$ cat src/rtl/instruction_fetch_pkg.sv
// Shared pipeline definitions for the fetch stage, decode stage and hazard unit.
package instruction_fetch_pkg;

   localparam int unsigned INSTR_W     = 32;
   localparam int unsigned PC_W        = 32;
   localparam int unsigned FETCH_CNT_W = 32;

   localparam logic [INSTR_W-1:0] NOP_WORD         = 32'h0000_0000;
   localparam logic [PC_W-1:0]    DEFAULT_RESET_PC = 32'h0000_0000;
   localparam logic [PC_W-1:0]    PC_STEP          = 32'h0000_0004;
   localparam logic [PC_W-1:0]    PC_ALIGN_MASK    = 32'hFFFF_FFFC;

   // IF/ID pipeline register payload
   typedef struct packed {
      logic [INSTR_W-1:0] instr;
      logic [PC_W-1:0]    pc_plus4;
      logic               valid;
   } if_id_t;

   localparam if_id_t IF_ID_BUBBLE = '{instr: NOP_WORD, pc_plus4: '0, valid: 1'b0};

endpackage

$ cat src/rtl/instruction_memory.sv
// Read-only word-addressed instruction store; contents fixed at elaboration.
module instruction_memory
   import instruction_fetch_pkg::*;
#(
   parameter int unsigned                       DEPTH      = 128,
   parameter logic [DEPTH-1:0][INSTR_W-1:0]     INIT_IMAGE = '0
) (
   input  logic [PC_W-3:0]    word_addr,
   output logic [INSTR_W-1:0] rdata_c
);

   localparam int unsigned AW = (DEPTH > 1) ? $clog2(DEPTH) : 1;

   logic in_range_c;

   // Combinational read; addresses past the end of the image fetch a NOP
   always_comb begin
      in_range_c = (word_addr < (PC_W-2)'(DEPTH));
      rdata_c    = NOP_WORD;
      if (in_range_c) begin
         rdata_c = INIT_IMAGE[word_addr[AW-1:0]];
      end
   end

endmodule

$ cat src/rtl/instruction_fetch.sv
// MIPS fetch stage: PC register, instruction read and IF/ID pipeline register.
module instruction_fetch
   import instruction_fetch_pkg::*;
#(
   parameter int unsigned                        IMEM_DEPTH = 128,
   parameter logic [PC_W-1:0]                    RESET_PC   = DEFAULT_RESET_PC,
   parameter logic [IMEM_DEPTH-1:0][INSTR_W-1:0] IMEM_IMAGE = '0
) (
   input  logic                   Clk,
   input  logic                   Rst,
   input  logic                   Stall,
   input  logic                   Redirect,
   input  logic [PC_W-1:0]        RedirectTarget,
   output logic [PC_W-1:0]        PC_Out,
   output logic [INSTR_W-1:0]     Instruction_IF_ID,
   output logic [PC_W-1:0]        PCPlus4_IF_ID,
   output logic                   Valid_IF_ID,
   output logic [FETCH_CNT_W-1:0] FetchCount
);

   logic [PC_W-1:0]        pc_q, pc_d;
   logic [PC_W-1:0]        pc_plus4_c;
   logic [INSTR_W-1:0]     fetch_word_c;
   if_id_t                 if_id_q, if_id_d;
   logic [FETCH_CNT_W-1:0] fetch_count_q, fetch_count_d;

   instruction_memory #(
      .DEPTH      (IMEM_DEPTH),
      .INIT_IMAGE (IMEM_IMAGE)
   ) u_imem (
      .word_addr (pc_q[PC_W-1:2]),
      .rdata_c   (fetch_word_c)
   );

   // Sequential PC; the carry out is dropped so the PC wraps modulo 2^32
   assign pc_plus4_c = pc_q + PC_STEP;

   // Next-state selection: redirect beats stall, stall beats sequential fetch
   always_comb begin
      pc_d          = pc_q;
      if_id_d       = if_id_q;
      fetch_count_d = fetch_count_q;
      if (Redirect) begin
         pc_d    = RedirectTarget & PC_ALIGN_MASK;
         if_id_d = IF_ID_BUBBLE;
      end else if (!Stall) begin
         pc_d          = pc_plus4_c;
         if_id_d       = '{instr: fetch_word_c, pc_plus4: pc_plus4_c, valid: 1'b1};
         fetch_count_d = fetch_count_q + FETCH_CNT_W'(1);
      end
   end

   // State registers with synchronous reset that overrides stall and redirect
   always_ff @(posedge Clk) begin
      if (Rst) begin
         pc_q          <= RESET_PC;
         if_id_q       <= IF_ID_BUBBLE;
         fetch_count_q <= '0;
      end else begin
         pc_q          <= pc_d;
         if_id_q       <= if_id_d;
         fetch_count_q <= fetch_count_d;
      end
   end

   assign PC_Out            = pc_q;
   assign Instruction_IF_ID = if_id_q.instr;
   assign PCPlus4_IF_ID     = if_id_q.pc_plus4;
   assign Valid_IF_ID       = if_id_q.valid;
   assign FetchCount        = fetch_count_q;

endmodule

$ cat config.mk
export PLATFORM = sky130hd
export DESIGN_NAME = instruction_fetch
export DESIGN_NICKNAME = d
export VERILOG_FILES = /design/src/rtl/instruction_fetch_pkg.sv /design/src/rtl/instruction_memory.sv /design/src/rtl/instruction_fetch.sv
export SDC_FILE = /design/constraint.sdc
export NUM_CORES = 1
export LEC_CHECK = 0
export CORE_UTILIZATION = 46
export CTS_CLUSTER_SIZE = 25
export DETAILED_ROUTE_END_ITERATION = 8
export PLACE_DENSITY = 0.78
export SYNTH_ARGS = -nofsm -noshare
export SYNTH_HDL_FRONTEND = slang
export SYNTH_SLANG_ARGS = --single-unit
$ cat constraint.sdc
create_clock -name Clk -period 2.9 [get_ports Clk]
set_clock_uncertainty 0.2 [all_clocks]
set_input_delay 0.58 -clock Clk [delete_from_list [all_inputs] [get_ports Clk]]
set_output_delay 0.58 -clock Clk [all_outputs]
set_load 0.05 [all_outputs]
; ---- Word level (Yosys, flattened, before mapping)
; Memory sizes are Yosys's and may differ from the RTL's. A register that Yosys moved wholly into a read port is not among the register bits.
; Index checks and enable logic that the tools add are counted.
[classes]
magnitude_cmp = 2
n_addsub = 2
n_mux = 6
n_reduce_logical = 2
n_eq_ne = 1
bitwise_logic = 2
[ops]
columns = cell, count
row1 = $mux W32, 4
row2 = $add A32 B1 Y32 const B, 1
row3 = $add A32 B3 Y32 const B, 1
row4 = $lt A30 B8 Y1 const B, 1
row5 = $mux W7, 2
row6 = $lt A7 B8 Y1 const B, 1
row7 = $ne A2 B1 Y1 const B, 1
row8 = $not A1 Y1, 2
row9 = $reduce_and A2 Y1, 1
row10 = $reduce_or A2 Y1, 1
[totals]
romBits = 4096
memories = 1
out_inout_bits = 129
register_bits = 129
[memory_table]
columns = name, depth, width, rd, rd_ports_with_merged_regs, wr, line
row1 = (name not given), 128, 32, 1, 1, 0, instruction_memory.sv:21  ; rdata_c = INIT_IMAGE[word_addr[AW-1:0]];

; ---- Logic depth before layout (Yosys ltp)
; Gate-level depths: netlist (run 1).
[depth]
depth_word = 5
mapped_depth = 7

; ---- By module
; From an unflattened synthesis (run 1), not the netlist that was laid out.
[unflattened]
cells_unflattened = 711
area_unflattened_um2 = 6100.9
[by_module_without_submodules]
columns = mod, instances, cells_each, area_per_inst_um2
row1 = instruction_fetch, 1, 678, 5856.9
row2 = instruction_memory, 1, 33, 244.0

; ---- Worst setup path before layout (run 1)
; No wires, ideal clock.
[synth_timing]
path_kind = register to register
from = reg pc_q[2], in the netlist PC_Out[2]
to = reg pc_q[30], in the netlist PC_Out[30]
slack_ns = 0.343
n_path_buf = 0
arrival_time_ns = 2.266
path_stages_with_launch = 7
synth_period_minus_slack_ns = 2.557
cell_sequence = dfxtp_1 > ha_1 > nand4_4 > nor2_8 > nand3_4 > or4_1 > a311oi_1
[synth_via]
elab_chain_len = 3
[synth_lines]
columns = element, line
row1 = start: declaration, instruction_fetch.sv:21  ; logic [PC_W-1:0] pc_q, pc_d;
row2 = start signal: assignment, instruction_fetch.sv:60  ; pc_q <= pc_d;
row3 = $add A32 B3 Y32, instruction_fetch.sv:36  ; assign pc_plus4_c = pc_q + PC_STEP;
row4 = $mux W32, instruction_fetch.sv:46  ; end else if (!Stall) begin
row5 = $mux W32, instruction_fetch.sv:43  ; if (Redirect) begin
; Every way passes these cells. The select of a mux whose other input is x is not followed.
; A chain may end at the register's enable or synchronous reset.

; ---- Worst setup path in the final report (run 1)
[layout_timing]
from = reg pc_q[4], in the netlist PC_Out[4]
to = out PC_Out[4]
[layout_rtl]
columns = element, line
row1 = end: declaration, instruction_fetch.sv:14  ; output logic [PC_W-1:0] PC_Out,
; No word-level cell between the ends.

==> impl_results.md, run 1 <==
- Status: finished, final reports clean
- Die area: 11,100 um^2
- Clk_lat worst skew: ~360 ps
- Nets: 739
- Initial core utilization: 0.476
- Final setup violation count: 0
- CTS resizes: 0
- Number of remaining DRC errors: 0
- Max capacitance violation total: 0
- Mapped Cells: between 500 and 600
- Final hold vios: 0
- Synthesis-stage register bit count: between 90 and 100
- Final wirelength: roughly 13,000 um
- Clock power frac: 0.322
- Seq. cell area: around 1900 um^2
- RSZ-0062 raised after global routing: false
- Critical path type: reg2out
- Critical Path RT: 2120 ps
- Hpwl dp: a little over 9000 um
- Core Region: a little over 10,000 um^2
- R2R Setup Slk: between 400 and 500 ps
- Non-filler cells, final: 842
- Yosys warns: 0
- P per Cell Area: ~450 nW/um^2
- Worst setup SP type: flip-flop
- Crit share post-route: 0.895
- Cell taking the most area after synthesis: dfxtp_1
- Max Root-Sink Buffers: 2
- Setup Slack @ Placement: between 150 and 200 ps
- Power, Total: ~2.9 mW
- Worst reg2reg startpoint: PC_Out[2]
- Lkg Pwr: 2.19 nW
- Pin count of the biggest net entering global routing: 49
- Ys async rst share: 0
- First-pass iteration count of the detailed router: 4
- DR vias: ~4,400
- Syn_area_per_cell: 8.43 um^2
- CP delay by family, top: buffers and inverters
- Row Count: 37
- Vias per cell: approximately 5.3
- Seq/Total Area, Yosys: 0.379
- Fin util: 0.621
- Worst path cell trace: clkdlybuf4s50_1
- Cell Int Power: 1.95 mW
- Worst-Margin Slew: between 700 and 800 ps
- Max-slew violations: 0
- WHS Path Cells: 2
- Main flop type after synthesis: dfxtp_1
- Share of the synthesized area in the top cell type: 0.379
- CP Buf/Inv Count: 1
- Routability congestion estimate: 0.839
- FILL cells: between 900 and 1,000
- Net Sw Frac: 0.322
- Min-Delay Path Class: reg2reg
- Top cells by area in the synthesized netlist: dfxtp_1 38%, xnor2_1 6.9%, xor2_1 6.9%
- Slew Limit Headroom: 0.525
- Die boundary width: around 110 um
- Port buffer count: 126
- FF-to-FF path depth: 6
- Post-cts hold buffer count: 0
- Total Routing Usage GR: 0.233
- Htree depth: 3
- Cell variety after synth: 53
- Final TNS setup: 0 ps
- Hold Path End: PCPlus4_IF_ID[3]
- CP Capture Type: output pin
- Max FO, Critical Path: 9
- First DRT Iteration DRCs: 134
- CP peak stage delay: roughly 900 ps
- Placed Cells: approximately 830
- Clock transition at path regs: around 90 ps
- GRT Residual Overflow: 0
- Area of the multi-input gates: about 2700 um^2
- CTS tree: yes
- Antenna Nets Post-Route: 0
- Slowest cell on crit path: clkdlybuf4s50_1
- Area delta synth->final: 30.3%
- Clock sink count: 93
- Logic pwr share: 0.196
- Antenna diodes: 0
- First-pass GRT wire length: about 21,000 um
- Fraction of layout cells with a size suffix above 1: 0.0807
- RR Endpoint: PC_Out[30]
- P_sw: approximately 930 uW
- Sequential share of power: 0.483
- CTS root buf: clkbuf_8
- Cell area after synthesis: 4920 um^2
- Vias in the first global route: between 4,000 and 5,000
- Fin worst setup slack: 306 ps
- Peak supply drop: between 200 and 300 uV
- Post-synth EDFFs: 0
- Period minus WS final: roughly 2600 ps
- WL/cell: ~15 um
- Fmax: 0.385 GHz
- Hold Startpoint: PCPlus4_IF_ID[3]
- Die Span Y: between 100 and 150 um
- Critical path arrival: ~1800 ps
- TritonCTS buffer count: 9
- # Post-CTS Setup Buffers: 0
- CP Launch Point: PC_Out[4]
- Io pins: around 170
- Initial antenna violation count: 0
## worst reg2reg max path: cells and delay by family, from the launching register on
kind | cells | cell delay [ps]
AOI/OAI and AO/OA | 1 | 330
and+or+nand+nor | 4 | 1000
adders and majority gates | 1 | 330
DFF | 1 | 490
## cell usage after synthesis (all sizes together), types with 3 or more instances
master,number
dfxtp,93
nor2,77
buf,45
a21oi,40
xnor2,39
xor2,39
nand2,33
o21ai,31
nand3,26
clkbuf,25
nand4,23
a211oi,20
nor3,19
nor4,11
inv,10
and4,7
or3,7
and3,5
and2,3
nor2b,3
nor3b,3
## cells in the final DEF (no fill, tap or decap), types with 3 or more instances in the layout
cell type        Yosys  final
clkdlybuf4s50_1      0    125
dfxtp_1             93     93
nor2_1              75     75
a21oi_1             40     40
xor2_1              39     39
xnor2_1             39     39
conb_1               1     36
nand2_1             33     33
o21ai_0             31     31
nand3_1             24     24
a211oi_1            20     20
nand4_1             19     19
nor3_1              16     16
buf_4               37     15
clkbuf_8             0     11
inv_1               10     10
and4_1               7      7
or3_1                7      7
nor4_2               5      5
nor4_1               5      5
and3_1               4      4
nor2b_1              3      3
and2_1               3      3
## flip-flops by register name (all words and copies together), names as in the netlist
register,cells
PC_Out,30
PCPlus4_IF_ID,30
Valid_IF_ID,1
FetchCount,32
## power by group through the flow
stage | Combinational [mW] | Clock, mW | Sequential, mW
6_report | 0.563 | 0.925 | 1.39
5_1_grt | 0.596 | 0.986 | 1.40
4_1_cts | 0.565 | 0.940 | 1.39
3_5_place_dp | 0.563 | 0 | 1.42
3_3_place_gp | 0.557 | 0 | 1.42
2_1_floorplan | 0.285 | 0 | 1.55
## logic make-up after synthesis
| kind of cell | count (synthesis) | synth area share |
|---|---|---|
| other | 1 | 0.000763 |
| buffers and inverters | 81 | 0.0919 |
| multiplexers | 2 | 0.00407 |
| XOR/XNOR | 78 | 0.139 |
| AO/OA/AOI/OAI | 99 | 0.116 |
| adder cells (fa/ha/maj) | 2 | 0.00509 |
| AND/OR/NAND/NOR | 227 | 0.264 |
| flip-flops | 93 | 0.379 |
## stage by stage
step | hold WS [ps] | instance area (um^2)
global route | 298 | 6410
floorplan | 486 | 5050
finish | 274 | 6410
detailed placement | 258 | 6200
CTS | 273 | 6410
global placement | 249 | 6200
## final cells by class
cell class / instances / area share
sequential: 93 / 0.291
clock inverter: 4 / 0.00859
inverter: 11 / 0.00645
clock buffer: 12 / 0.0242
timing repair buffer: 142 / 0.217
tap: 136 / 0.0266
multi-input combinational: 444 / 0.427
## how the worst max path moves through the flow
stage	to	slack (ps)	depth (start not counted)
2_1_floorplan	PC_Out[30]	340	6
3_3_place_gp	FetchCount[31]	310	7
3_5_place_dp	PC_Out[30]	180	6
4_1_cts	PC_Out[4]	290	1
5_1_grt	PC_Out[4]	240	1
6_report	PC_Out[4]	310	1
## metal layers
metal / global-route usage / part of all wire / up-vias
met2: 0.391 / 0.48 / 142
met1: 0.289 / 0.44 / 2084
li1: - / - / 2182
met4: 0.0875 / 0.021 / 0
met5: 0 / 0 / -
met3: 0.0538 / 0.066 / 19
Note: power is estimated with default switching activity, not from simulation.
==> run 2: changes to the inputs <==
==> constraint.sdc (replaced) <==
create_clock -name Clk -period 2.9 [get_ports Clk]
set_clock_uncertainty 0.2 [all_clocks]
set_input_delay 0.58 -clock Clk [delete_from_list [all_inputs] [get_ports Clk]]
set_output_delay 0.58 -clock Clk [all_outputs]
set_load 0.005 [all_outputs]
==> impl_results.md, run 2 (synthesis results as in run 1) <==
- Status: finished, final reports clean
- Final wirelength: ~13,000 um
- Most frequent cells in the layout: 125 x clkdlybuf4s50_1, 93 x dfxtp_1, 75 x nor2_1, 40 x a21oi_1
- FILL cells: approximately 940
- Fmax: around 0.41 GHz
- Max-slew violations: 0
- CP peak stage delay: roughly 500 ps
- Critical path arrival: 2470 ps
- Fraction of layout cells with a size suffix above 1: 0.0794
- Core Region: roughly 10,000 um^2
- Lkg Pwr: between 2 and 2.5 nW
- Number of remaining DRC errors: 0
- Peak supply drop: around 220 uV
- Vias per cell: about 5.3
- Die boundary width: between 100 and 150 um
- CTS tree: yes
- Final setup violation count: 0
- GRT Residual Overflow: 0
- First-pass iteration count of the detailed router: 5
- Final TNS setup: 0 ps
- RSZ-0062 raised after global routing: false
- Critical path type: reg2reg
- First-pass GRT wire length: between 20,000 and 25,000 um
- Area delta synth->final: 29.9%
- Post-cts hold buffer count: 0
- Worst path cell trace: ha_1 -> nand4_4 -> nor3_4 -> nor3b_1 -> xnor2_1 -> a21oi_1
- Max FO, Critical Path: 9
- Clk_lat worst skew: approximately 360 ps
- Vias in the first global route: ~4,300
- Clock sink count: slightly above 90
- Total Routing Usage GR: 0.231
- Clock transition at path regs: 100 ps
- Seq. cell area: 1860 um^2
- Initial core utilization: 0.476
- CTS resizes: 0
- CTS root buf: clkbuf_8
- Critical Path RT: around 2900 ps
- Routability congestion estimate: ~0.85
- # Post-CTS Setup Buffers: 0
- Min-Delay Path Class: reg2reg
- First DRT Iteration DRCs: 150
- Slowest cell on crit path: nor3_4
- Worst-Margin Slew: 665 ps
- P per Cell Area: roughly 400 nW/um^2
- Worst setup SP type: flip-flop
- TritonCTS buffer count: 9
- DR vias: ~4,400
- Pin count of the biggest net entering global routing: slightly below 50
- Nets: between 700 and 800
- Max capacitance violation total: 0
- CP Capture Type: flip-flop
- Fin util: 0.619
- WL/cell: approximately 15 um
- Antenna Nets Post-Route: 0
- Largest register FFs: 32
- Initial antenna violation count: 0
- Port buffer count: approximately 130
- Row Count: 37
- Crit share post-route: 0.839
- Hpwl dp: slightly above 9000 um
- Die area: around 11,000 um^2
- Max Root-Sink Buffers: 2
- Most common cell after layout, fill and taps aside: clkdlybuf4s50_1
- Die Span Y: ~110 um
- Htree depth: 3
- Final hold vios: 0
- Area of the multi-input gates: 2730 um^2
- Antenna diodes: 0
- Slew Limit Headroom: 0.553
- Period minus WS final: around 2400 ps
- Io pins: between 150 and 200
run 2: cell count changes in the layout (fill, tap and decap cells not counted):
cell,previous run,this run
inv_6,1,0
clkinv_4,1,2
clkinvlp_4,1,2
clkbuf_8,11,9
run 2: final cells by class:
class                   instances  area share
flip-flops and latches         93       0.292
clock inverters                 5     0.00980
multi-input cells             444       0.428
clock buffers                  10      0.0200
inverters                      11     0.00647
repair buffers                142       0.217
well taps                     136      0.0266
run 2: through the flow:
stage,std cells,hold slack (ps),instance area (um^2),power [mW],worst slack [ps]
2_1_floorplan,618,258,5050,1.59,726
3_3_place_gp,826,249,6200,1.73,324
3_5_place_dp,826,258,6200,1.74,285
4_1_cts,841,276,6390,2.60,469
5_1_grt,841,309,6390,2.68,334
6_report,841,276,6390,2.57,466
run 2: metal layers:
layer	vias up	GRT usage	part of all wire
met5	-	0	0
met4	0	0.0936	0.022
met3	21	0.0495	0.078
met2	160	0.396	0.49
met1	2084	0.282	0.41
li1	2178	-	-
run 2: path summary, 6_finish.rpt:
kind,cells past startpoint,slack [ps],end,start
worst max-delay path,6,470,PCPlus4_IF_ID[22],PC_Out[2]
worst min-delay path,1,280,Valid_IF_ID,Valid_IF_ID
worst max register to register,6,470,PCPlus4_IF_ID[22],PC_Out[2]
worst min register to register,1,280,Valid_IF_ID,Valid_IF_ID
run 2: power by group:
| group | total (mW) | switching [mW] | leakage (nW) | internal (mW) |
|---|---|---|---|---|
| clock network | 0.857 | 0.460 | 0.0886 | 0.397 |
| registers | 1.39 | 0.0687 | 0.760 | 1.32 |
| logic | 0.318 | 0.140 | 1.33 | 0.178 |
| total | 2.57 | 0.669 | 2.18 | 1.90 |
run 2: critical path: cells and delay by family (launching register included):
family	cells	cell delay [ps]
AO/OA/AOI/OAI	1	90
AND/OR/NAND/NOR	3	1060
flip-flops	1	490
adder cells (fa/ha/maj)	1	330
XOR/XNOR	1	150
